**config.mk**
```make
export PLATFORM = sky130hd
export DESIGN_NAME = apb_ctrl_param_flat
export DESIGN_NICKNAME = d
export VERILOG_FILES = /design/src/rtl/apb_ctrl_pkg.sv /design/src/rtl/apb_ctrl_param_if.sv /design/src/rtl/apb_wait_timer.sv /design/src/rtl/apb_ctrl_param.sv /design/src/flat_wrapper.sv
export SDC_FILE = /design/constraint.sdc
export NUM_CORES = 1
export LEC_CHECK = 0
export ABC_AREA = 1
export CAP_MARGIN = 5
export CORE_MARGIN = 2
export CORE_UTILIZATION = 25
export DETAILED_ROUTE_END_ITERATION = 8
export PLACE_DENSITY_LB_ADDON = 0.1
export SLEW_MARGIN = 0
export SYNTH_ARGS = -nofsm -noshare
export SYNTH_HDL_FRONTEND = slang
export SYNTH_SLANG_ARGS = --single-unit
```
**constraint.sdc**
```tcl
create_clock -name Hclk -period 1.6 [get_ports Hclk]
set_clock_uncertainty 0.1 [all_clocks]
set_input_delay 0.4 -clock Hclk [delete_from_list [all_inputs] [get_ports Hclk]]
set_output_delay 0.4 -clock Hclk [all_outputs]
set_load 0.02 [all_outputs]
```
**src/rtl/apb_ctrl_pkg.sv**
```systemverilog
// Shared types and helpers for the parametrised APB master controller.
package apb_ctrl_pkg;

    typedef enum logic [1:0] {
        IDLE   = 2'b00,
        SETUP  = 2'b01,
        ACCESS = 2'b10
    } apb_state_e;

    localparam int unsigned DEF_ADDR_W      = 32;
    localparam int unsigned DEF_DATA_W      = 32;
    localparam int unsigned DEF_NUM_SLV     = 3;
    localparam int unsigned DEF_TIMEOUT_CYC = 16;

    // Widest select vector the one-hot helper accepts
    localparam int unsigned MAX_SLV = 64;

    // True when exactly one bit of v is set
    function automatic logic is_onehot(input logic [MAX_SLV-1:0] v);
        return (v != '0) && ((v & (v - 1'b1)) == '0);
    endfunction

endpackage

```
**src/rtl/apb_ctrl_param_if.sv**
```systemverilog
// Bridge-side request bus and APB bus of the controller, grouped as one interface.
// master: controller view; slave: environment (AHB slave interface + APB peripherals).
interface apb_ctrl_param_if
    import apb_ctrl_pkg::*;
#(
    parameter int unsigned ADDR_W  = DEF_ADDR_W,
    parameter int unsigned DATA_W  = DEF_DATA_W,
    parameter int unsigned NUM_SLV = DEF_NUM_SLV
);
    logic               valid;
    logic               Hwrite;
    logic [ADDR_W-1:0]  Haddr;
    logic [DATA_W-1:0]  Hwdata;
    logic [NUM_SLV-1:0] tempselx;
    logic [DATA_W-1:0]  Prdata;
    logic               Pready;
    logic               Pslverr;
    logic               Pwrite;
    logic               Penable;
    logic [NUM_SLV-1:0] Pselx;
    logic [ADDR_W-1:0]  Paddr;
    logic [DATA_W-1:0]  Pwdata;
    logic               Hreadyout;
    logic [DATA_W-1:0]  Hrdata;
    logic               Hresp;

    modport master (
        input  valid, Hwrite, Haddr, Hwdata, tempselx, Prdata, Pready, Pslverr,
        output Pwrite, Penable, Pselx, Paddr, Pwdata, Hreadyout, Hrdata, Hresp
    );

    modport slave (
        output valid, Hwrite, Haddr, Hwdata, tempselx, Prdata, Pready, Pslverr,
        input  Pwrite, Penable, Pselx, Paddr, Pwdata, Hreadyout, Hrdata, Hresp
    );

endinterface

```
**src/rtl/apb_wait_timer.sv**
```systemverilog
// Consecutive wait-state counter for the APB ACCESS phase; saturates at TIMEOUT_CYC.
module apb_wait_timer
    import apb_ctrl_pkg::*;
#(
    parameter int unsigned TIMEOUT_CYC = DEF_TIMEOUT_CYC
) (
    input  logic clk,
    input  logic rst_n,
    input  logic count_en,
    input  logic clear,
    output logic expired
);
    localparam int unsigned CNT_W = $clog2(TIMEOUT_CYC + 1);

    logic [CNT_W-1:0] cnt_q;

    assign expired = (cnt_q == CNT_W'(TIMEOUT_CYC));

    // Count wait cycles, clear outside ACCESS, hold once the limit is reached
    always_ff @(posedge clk or negedge rst_n) begin
        if (!rst_n) begin
            cnt_q <= '0;
        end else if (clear) begin
            cnt_q <= '0;
        end else if (count_en && !expired) begin
            cnt_q <= cnt_q + 1'b1;
        end
    end

endmodule

```
**src/rtl/apb_ctrl_param.sv**
```systemverilog
// Parametrised APB master controller for the AHB-to-APB bridge.
// Runs SETUP/ACCESS on one of NUM_SLV peripherals, honours Pready wait states,
// returns Pslverr, flags select decode errors.
// Optional feature macro: APB_CTRL_TIMEOUT_EN (abort after TIMEOUT_CYC wait cycles).
module apb_ctrl_param
    import apb_ctrl_pkg::*;
#(
    parameter int unsigned ADDR_W      = DEF_ADDR_W,
    parameter int unsigned DATA_W      = DEF_DATA_W,
    parameter int unsigned NUM_SLV     = DEF_NUM_SLV,
    parameter int unsigned TIMEOUT_CYC = DEF_TIMEOUT_CYC
) (
    input  logic             Hclk,
    input  logic             Hresetn,
    apb_ctrl_param_if.master bus
);

    if (NUM_SLV < 1 || NUM_SLV > MAX_SLV || TIMEOUT_CYC < 1) begin : g_param_check
        $error("apb_ctrl_param: unsupported NUM_SLV or TIMEOUT_CYC");
    end

    apb_state_e         state_q, state_d;

    logic [ADDR_W-1:0]  req_addr;
    logic               req_write;
    logic [DATA_W-1:0]  req_wdata;
    logic [NUM_SLV-1:0] req_sel;

    logic [NUM_SLV-1:0] pselx_q;
    logic               penable_q;
    logic               hreadyout_q;
    logic [DATA_W-1:0]  hrdata_q;
    logic               hresp_q;

    logic               sel_ok;
    logic               accept;
    logic               decode_err;
    logic               complete;
    logic               abort;
    logic               wait_expired;

    assign sel_ok = is_onehot(MAX_SLV'(bus.tempselx));

`ifdef APB_CTRL_TIMEOUT_EN
    logic timer_en;
    logic timer_clr;

    assign timer_en  = (state_q == ACCESS) && !bus.Pready;
    assign timer_clr = (state_q != ACCESS);

    apb_wait_timer #(
        .TIMEOUT_CYC (TIMEOUT_CYC)
    ) u_wait_timer (
        .clk      (Hclk),
        .rst_n    (Hresetn),
        .count_en (timer_en),
        .clear    (timer_clr),
        .expired  (wait_expired)
    );
`else
    assign wait_expired = 1'b0;
`endif

    // State register
    always_ff @(posedge Hclk or negedge Hresetn) begin
        if (!Hresetn) begin
            state_q <= IDLE;
        end else begin
            state_q <= state_d;
        end
    end

    // Next-state decode and transfer events
    always_comb begin
        state_d    = state_q;
        accept     = 1'b0;
        decode_err = 1'b0;
        complete   = 1'b0;
        abort      = 1'b0;
        case (state_q)
            IDLE: begin
                if (bus.valid) begin
                    if (sel_ok) begin
                        accept  = 1'b1;
                        state_d = SETUP;
                    end else begin
                        decode_err = 1'b1;
                    end
                end
            end
            SETUP: begin
                state_d = ACCESS;
            end
            ACCESS: begin
                // A ready slave wins over an expiring timeout on the same edge
                if (bus.Pready) begin
                    complete = 1'b1;
                    state_d  = IDLE;
                end else if (wait_expired) begin
                    abort   = 1'b1;
                    state_d = IDLE;
                end
            end
            default: begin
                state_d = IDLE;
            end
        endcase
    end

    // Request register: captured once at accept, held through the transfer and after
    always_ff @(posedge Hclk or negedge Hresetn) begin
        if (!Hresetn) begin
            req_addr  <= '0;
            req_write <= 1'b0;
            req_wdata <= '0;
            req_sel   <= '0;
        end else if (accept) begin
            req_addr  <= bus.Haddr;
            req_write <= bus.Hwrite;
            req_wdata <= bus.Hwdata;
            req_sel   <= bus.tempselx;
        end
    end

    // Registered APB control and ready, derived from the upcoming state
    always_ff @(posedge Hclk or negedge Hresetn) begin
        if (!Hresetn) begin
            pselx_q     <= '0;
            penable_q   <= 1'b0;
            hreadyout_q <= 1'b1;
        end else begin
            pselx_q     <= (state_d == IDLE) ? '0 : (accept ? bus.tempselx : req_sel);
            penable_q   <= (state_d == ACCESS);
            hreadyout_q <= (state_d == IDLE);
        end
    end

    // Response capture: completion, decode error or timeout abort
    always_ff @(posedge Hclk or negedge Hresetn) begin
        if (!Hresetn) begin
            hrdata_q <= '0;
            hresp_q  <= 1'b0;
        end else if (complete) begin
            hresp_q <= bus.Pslverr;
            if (!req_write) begin
                hrdata_q <= bus.Prdata;
            end
        end else if (decode_err || abort) begin
            hresp_q <= 1'b1;
        end
    end

    assign bus.Paddr     = req_addr;
    assign bus.Pwrite    = req_write;
    assign bus.Pwdata    = req_wdata;
    assign bus.Pselx     = pselx_q;
    assign bus.Penable   = penable_q;
    assign bus.Hreadyout = hreadyout_q;
    assign bus.Hrdata    = hrdata_q;
    assign bus.Hresp     = hresp_q;

endmodule
```
**src/flat_wrapper.sv**
```systemverilog
// flat-port wrapper written by rule: the top's interface ports become plain ports
module apb_ctrl_param_flat import apb_ctrl_pkg::*;
#(
    parameter int unsigned ADDR_W      = DEF_ADDR_W,
    parameter int unsigned DATA_W      = DEF_DATA_W,
    parameter int unsigned NUM_SLV     = DEF_NUM_SLV,
    parameter int unsigned TIMEOUT_CYC = DEF_TIMEOUT_CYC
)
  (Hclk, Hresetn, bus_valid, bus_Hwrite, bus_Haddr, bus_Hwdata, bus_tempselx, bus_Prdata, bus_Pready, bus_Pslverr, bus_Pwrite, bus_Penable, bus_Pselx, bus_Paddr, bus_Pwdata, bus_Hreadyout, bus_Hrdata, bus_Hresp);
  apb_ctrl_param_if #(.ADDR_W(ADDR_W), .DATA_W(DATA_W), .NUM_SLV(NUM_SLV)) bus_i ();
  input  logic Hclk;
  input  logic Hresetn;
  input wire logic [$bits(bus_i.valid)-1:0] bus_valid;
  input wire logic [$bits(bus_i.Hwrite)-1:0] bus_Hwrite;
  input wire logic [$bits(bus_i.Haddr)-1:0] bus_Haddr;
  input wire logic [$bits(bus_i.Hwdata)-1:0] bus_Hwdata;
  input wire logic [$bits(bus_i.tempselx)-1:0] bus_tempselx;
  input wire logic [$bits(bus_i.Prdata)-1:0] bus_Prdata;
  input wire logic [$bits(bus_i.Pready)-1:0] bus_Pready;
  input wire logic [$bits(bus_i.Pslverr)-1:0] bus_Pslverr;
  output wire logic [$bits(bus_i.Pwrite)-1:0] bus_Pwrite;
  output wire logic [$bits(bus_i.Penable)-1:0] bus_Penable;
  output wire logic [$bits(bus_i.Pselx)-1:0] bus_Pselx;
  output wire logic [$bits(bus_i.Paddr)-1:0] bus_Paddr;
  output wire logic [$bits(bus_i.Pwdata)-1:0] bus_Pwdata;
  output wire logic [$bits(bus_i.Hreadyout)-1:0] bus_Hreadyout;
  output wire logic [$bits(bus_i.Hrdata)-1:0] bus_Hrdata;
  output wire logic [$bits(bus_i.Hresp)-1:0] bus_Hresp;
  assign bus_i.valid = bus_valid;
  assign bus_i.Hwrite = bus_Hwrite;
  assign bus_i.Haddr = bus_Haddr;
  assign bus_i.Hwdata = bus_Hwdata;
  assign bus_i.tempselx = bus_tempselx;
  assign bus_i.Prdata = bus_Prdata;
  assign bus_i.Pready = bus_Pready;
  assign bus_i.Pslverr = bus_Pslverr;
  assign bus_Pwrite = bus_i.Pwrite;
  assign bus_Penable = bus_i.Penable;
  assign bus_Pselx = bus_i.Pselx;
  assign bus_Paddr = bus_i.Paddr;
  assign bus_Pwdata = bus_i.Pwdata;
  assign bus_Hreadyout = bus_i.Hreadyout;
  assign bus_Hrdata = bus_i.Hrdata;
  assign bus_Hresp = bus_i.Hresp;
  apb_ctrl_param #(.ADDR_W(ADDR_W), .DATA_W(DATA_W), .NUM_SLV(NUM_SLV), .TIMEOUT_CYC(TIMEOUT_CYC)) u_core (.Hclk(Hclk), .Hresetn(Hresetn), .bus(bus_i));
endmodule
```
==> results <==
- The run finished with clean final reports.
- The largest vdd supply drop is 0.000568 V.
- The first global-routing pass estimated 19100 um of wire.
- TritonCTS built the clock tree.
- Dividing the synthesized area by the synthesized cell count gives 8.99 um^2.
- The leakage dissipation is 3.76 nW.
- Counting every instance in the synthesized netlist gives 466.
- In this run the worst path has a maximum fanout of 2.
- The routed metal-1 wirelength is 5740 um.
- The total global routing track utilization is a little over an eighth.
- The clock latency of the later-clocked register in the worst-skew pair is 340 ps.
- The die footprint is 17800 um^2.
- After detailed routing, the average wire length per cell comes to 13.8 um.
- The fraction of the core area covered by cells at the end of the flow is 42.6%.
- When the netlist entered floorplanning its net count stood at 571.
- The final period utilization is 97.7%.
- The worst setup path is of the register to output pin kind.
- The H-tree was split into 3 levels.
- The repair_antennas step left the layout with diodes totalling 0.
- In this run the worst hold path is classified as input port to async pin.
- Setup repair after global routing left no endpoint under its margin.
- The Yosys step of the flow raised 0 warnings.
- The clock net in this run drives a total of 108 sinks.
- The data required time at the worst endpoint is 1100 ps.
- The relative slew slack is 81.3%.
- Summed over all nets, the half-perimeter wirelength after detailed placement is just over 8000 um.
- At the end of the flow, the number of nets in the layout was 796.
- The fraction of layout instances using a drive strength above 1 is 8.20%.
- The family with the most delay on the worst path is flip-flops.
- The number of antenna violations at the first check in global routing is 0.
- Routability-driven placement finished with a final weighted congestion of 0.710.
- Input and output buffers added on the ports amount to 207.
- The cell area after technology mapping is 4190 um^2.
- The worst setup path is launched from a register.
- The via count of the first global-routing pass is 3650.
- The site row count is 47.
- The max-slew violation count is 0.
- The largest incremental delay on the critical path is around 390 ps.
- The achievable frequency is 640 MHz.
- The total chip power is about 11 mW.
- The via total after detailed routing is 3705.
- The standard cell core area is 16500 um^2.
- TritonCTS created 9 clock buffers.
- In the routed layout, each cell is associated on average with a via count of 4.05.
- Setup violations remaining at the end of the flow were counted as 0.
- The power per unit of standard cell area is ~1500 nW/um^2.
- The slew at the pin closest to its max-slew limit is 280 ps.
- The reported max-cap violation count is 0.
- The remaining global-route overflow is 0.
- Measured along the y axis, the die boundary spans 133 um.
- The met3 wire length is 963 um.
- The deepest clock path buffer count is 2.
- The detail route stage leaves a number of antenna-violating nets equal to 0.
- The total detailed-routing wirelength is 12700 um.
- The total iterations of the first detailed-routing run is 4.
- The maximum number of pins on one net before global-route repair is 65.
- In this run the clock root is driven by a clkbuf_16.
- The routed design uses 5780 um of met2 wire.
- From left edge to right edge, the die measures roughly 130 um.
- The worst setup path is captured at an output pin.
- The initial utilization of the core area, before any placement, comes to 25.4%.
- The DRC violation total after the first TritonRoute iteration is 161.
- Among all stages on the critical path, the largest delay is contributed by dfrtp_1.
- Yosys mapped the design onto 21 distinct sky130hd cell types.
- Summing all multi-input logic gate instances after layout gives 1180 um^2.
- At the worst endpoint, the arrival time is 1060 ps.
- Traced cell by cell, the critical path runs through dlygate4sd2_1.
- The number of ports placed on the die boundary is roughly 210.
- The synthesis-to-layout area growth is 67.6%.
- The total count of hold-check failures in the final report is 0.
- The number of buffers and inverters on the critical path is 1.
- The number of DRC violations after detailed routing is 0.
- In this run the top signal layer used is met4.
- The register area share after synthesis is 64.6%.
- The number of inserted filler cells in the final layout is 1652.
- The CTS clock-pin slew for the worst setup and hold paths is 70 ps.
- The area used by sequential logic in the layout is between 2000 and 3000 um^2.
- The number of flip-flops and latches in the synthesized netlist is 108.
- For the finished layout, the period the worst path requires is 1560 ps.
[cell families after synthesis]
family / share of synthesized area (%)
AOI/OAI and AO/OA: 4.27
and+or+nand+nor: 23.7
DFF: 64.6
buffers and inverters: 7.50
[synth_stat cells (all sizes together)]
library cell | number | share of area, %
o21ai | 32 | 3.8
clkbuf | 5 | 0.48
nand3b | 1 | 0.18
nor2 | 5 | 0.63
inv | 48 | 4.3
nand3 | 3 | 0.66
dfstp | 1 | 0.63
dfrtp | 107 | 64
nand4 | 3 | 0.45
nand2 | 241 | 22
buf | 16 | 2.7
a21oi | 1 | 0.12
o21a | 1 | 0.18
a31oi | 1 | 0.15
or2 | 1 | 0.15
[per-layer routing]
metal  global-route usage, %  vias to the layer above
met5                       0                        -
met4                    4.96                        0
met3                    4.30                       12
met2                    21.1                      140
met1                    17.7                     1705
li1                        -                     1848
[flip-flops by register name, summed over array words and instances (netlist names)]
signal	flops
u_core.req_sel	3
u_core.bus.Hreadyout	1
u_core.bus.Hrdata	32
u_core.state_q	2
u_core.bus.Penable	1
u_core.bus.Hresp	1
u_core.bus.Pselx	3
u_core.bus.Pwdata	32
u_core.bus.Pwrite	1
u_core.bus.Paddr	32
[layout make-up]
cell class	count	area share, %
repair buffers	235	33.7
inverters	48	2.75
clock buffers	11	3.60
clock inverters	4	0.695
well taps	220	3.92
multi-input cells	289	16.8
flip-flops and latches	108	38.5
[worst paths after layout]
path	depth (start not counted)	endpoint	slack, ps	startpoint
hold reg to reg	2	u_core.bus.Paddr[5]	380	u_core.bus.Paddr[5]
hold / removal	2	u_core.bus.Hrdata[4]	350	Hresetn
setup reg to reg	8	u_core.bus.Pwdata[29]	110	u_core.state_q[0]
min in group Hclk	5	u_core.req_sel[2]	350	bus_tempselx[2]
max in group asynchronous	3	u_core.bus.Hreadyout	480	Hresetn
setup / recovery	1	bus_Pwdata[10]	40	u_core.bus.Pwdata[10]
[placed cells by master (no fill, tap or decap), drive strengths merged]
cell type	Yosys	routed
a21oi	1	1
a31oi	1	1
buf	16	23
bufinv	0	1
clkbuf	5	19
clkdlybuf4s15	0	18
clkdlybuf4s50	0	100
clkinv	0	4
dfrtp	107	107
dfstp	1	1
dlygate4sd2	0	82
dlygate4sd3	0	1
dlymetal6s2s	0	3
inv	48	47
nand2	241	241
nand3	3	3
nand3b	1	1
nand4	3	3
nor2	5	5
o21a	1	1
o21ai	32	32
or2	1	1
[power breakdown]
group	total (mW)	internal, mW	switching (mW)
Combinational	4.18	1.75	2.43
Sequential	4.18	3.70	0.483
Clock	2.28	1.29	0.988
[stage by stage]
step                TNS [ps]  cells  hold WS [ps]  area [um^2]  setup slack (ps)
CTS                        0    903           329         6780             0.423
finish                     0    915           348         7020              37.1
floorplan                  0    466          4.41         4190               172
global route               0    915           350         7020             0.144
global placement      -31320    886           168         6570              -337
detailed placement    -34440    886           169         6570              -387
[timing repair]
| item | CTS | global route |
|---|---|---|
| setup buffers | 0 | 6 |
| endpoints found under the hold margin | 11 | 0 |
| gates cloned | 1 | 6 |
| setup endpoints to repair | 119 | 78 |
| pin swaps | 0 | 1 |
| hold buffers | 1 | 0 |
| gates resized for setup | 112 | 32 |
No activity file was read; power rests on OpenSTA's default activity.
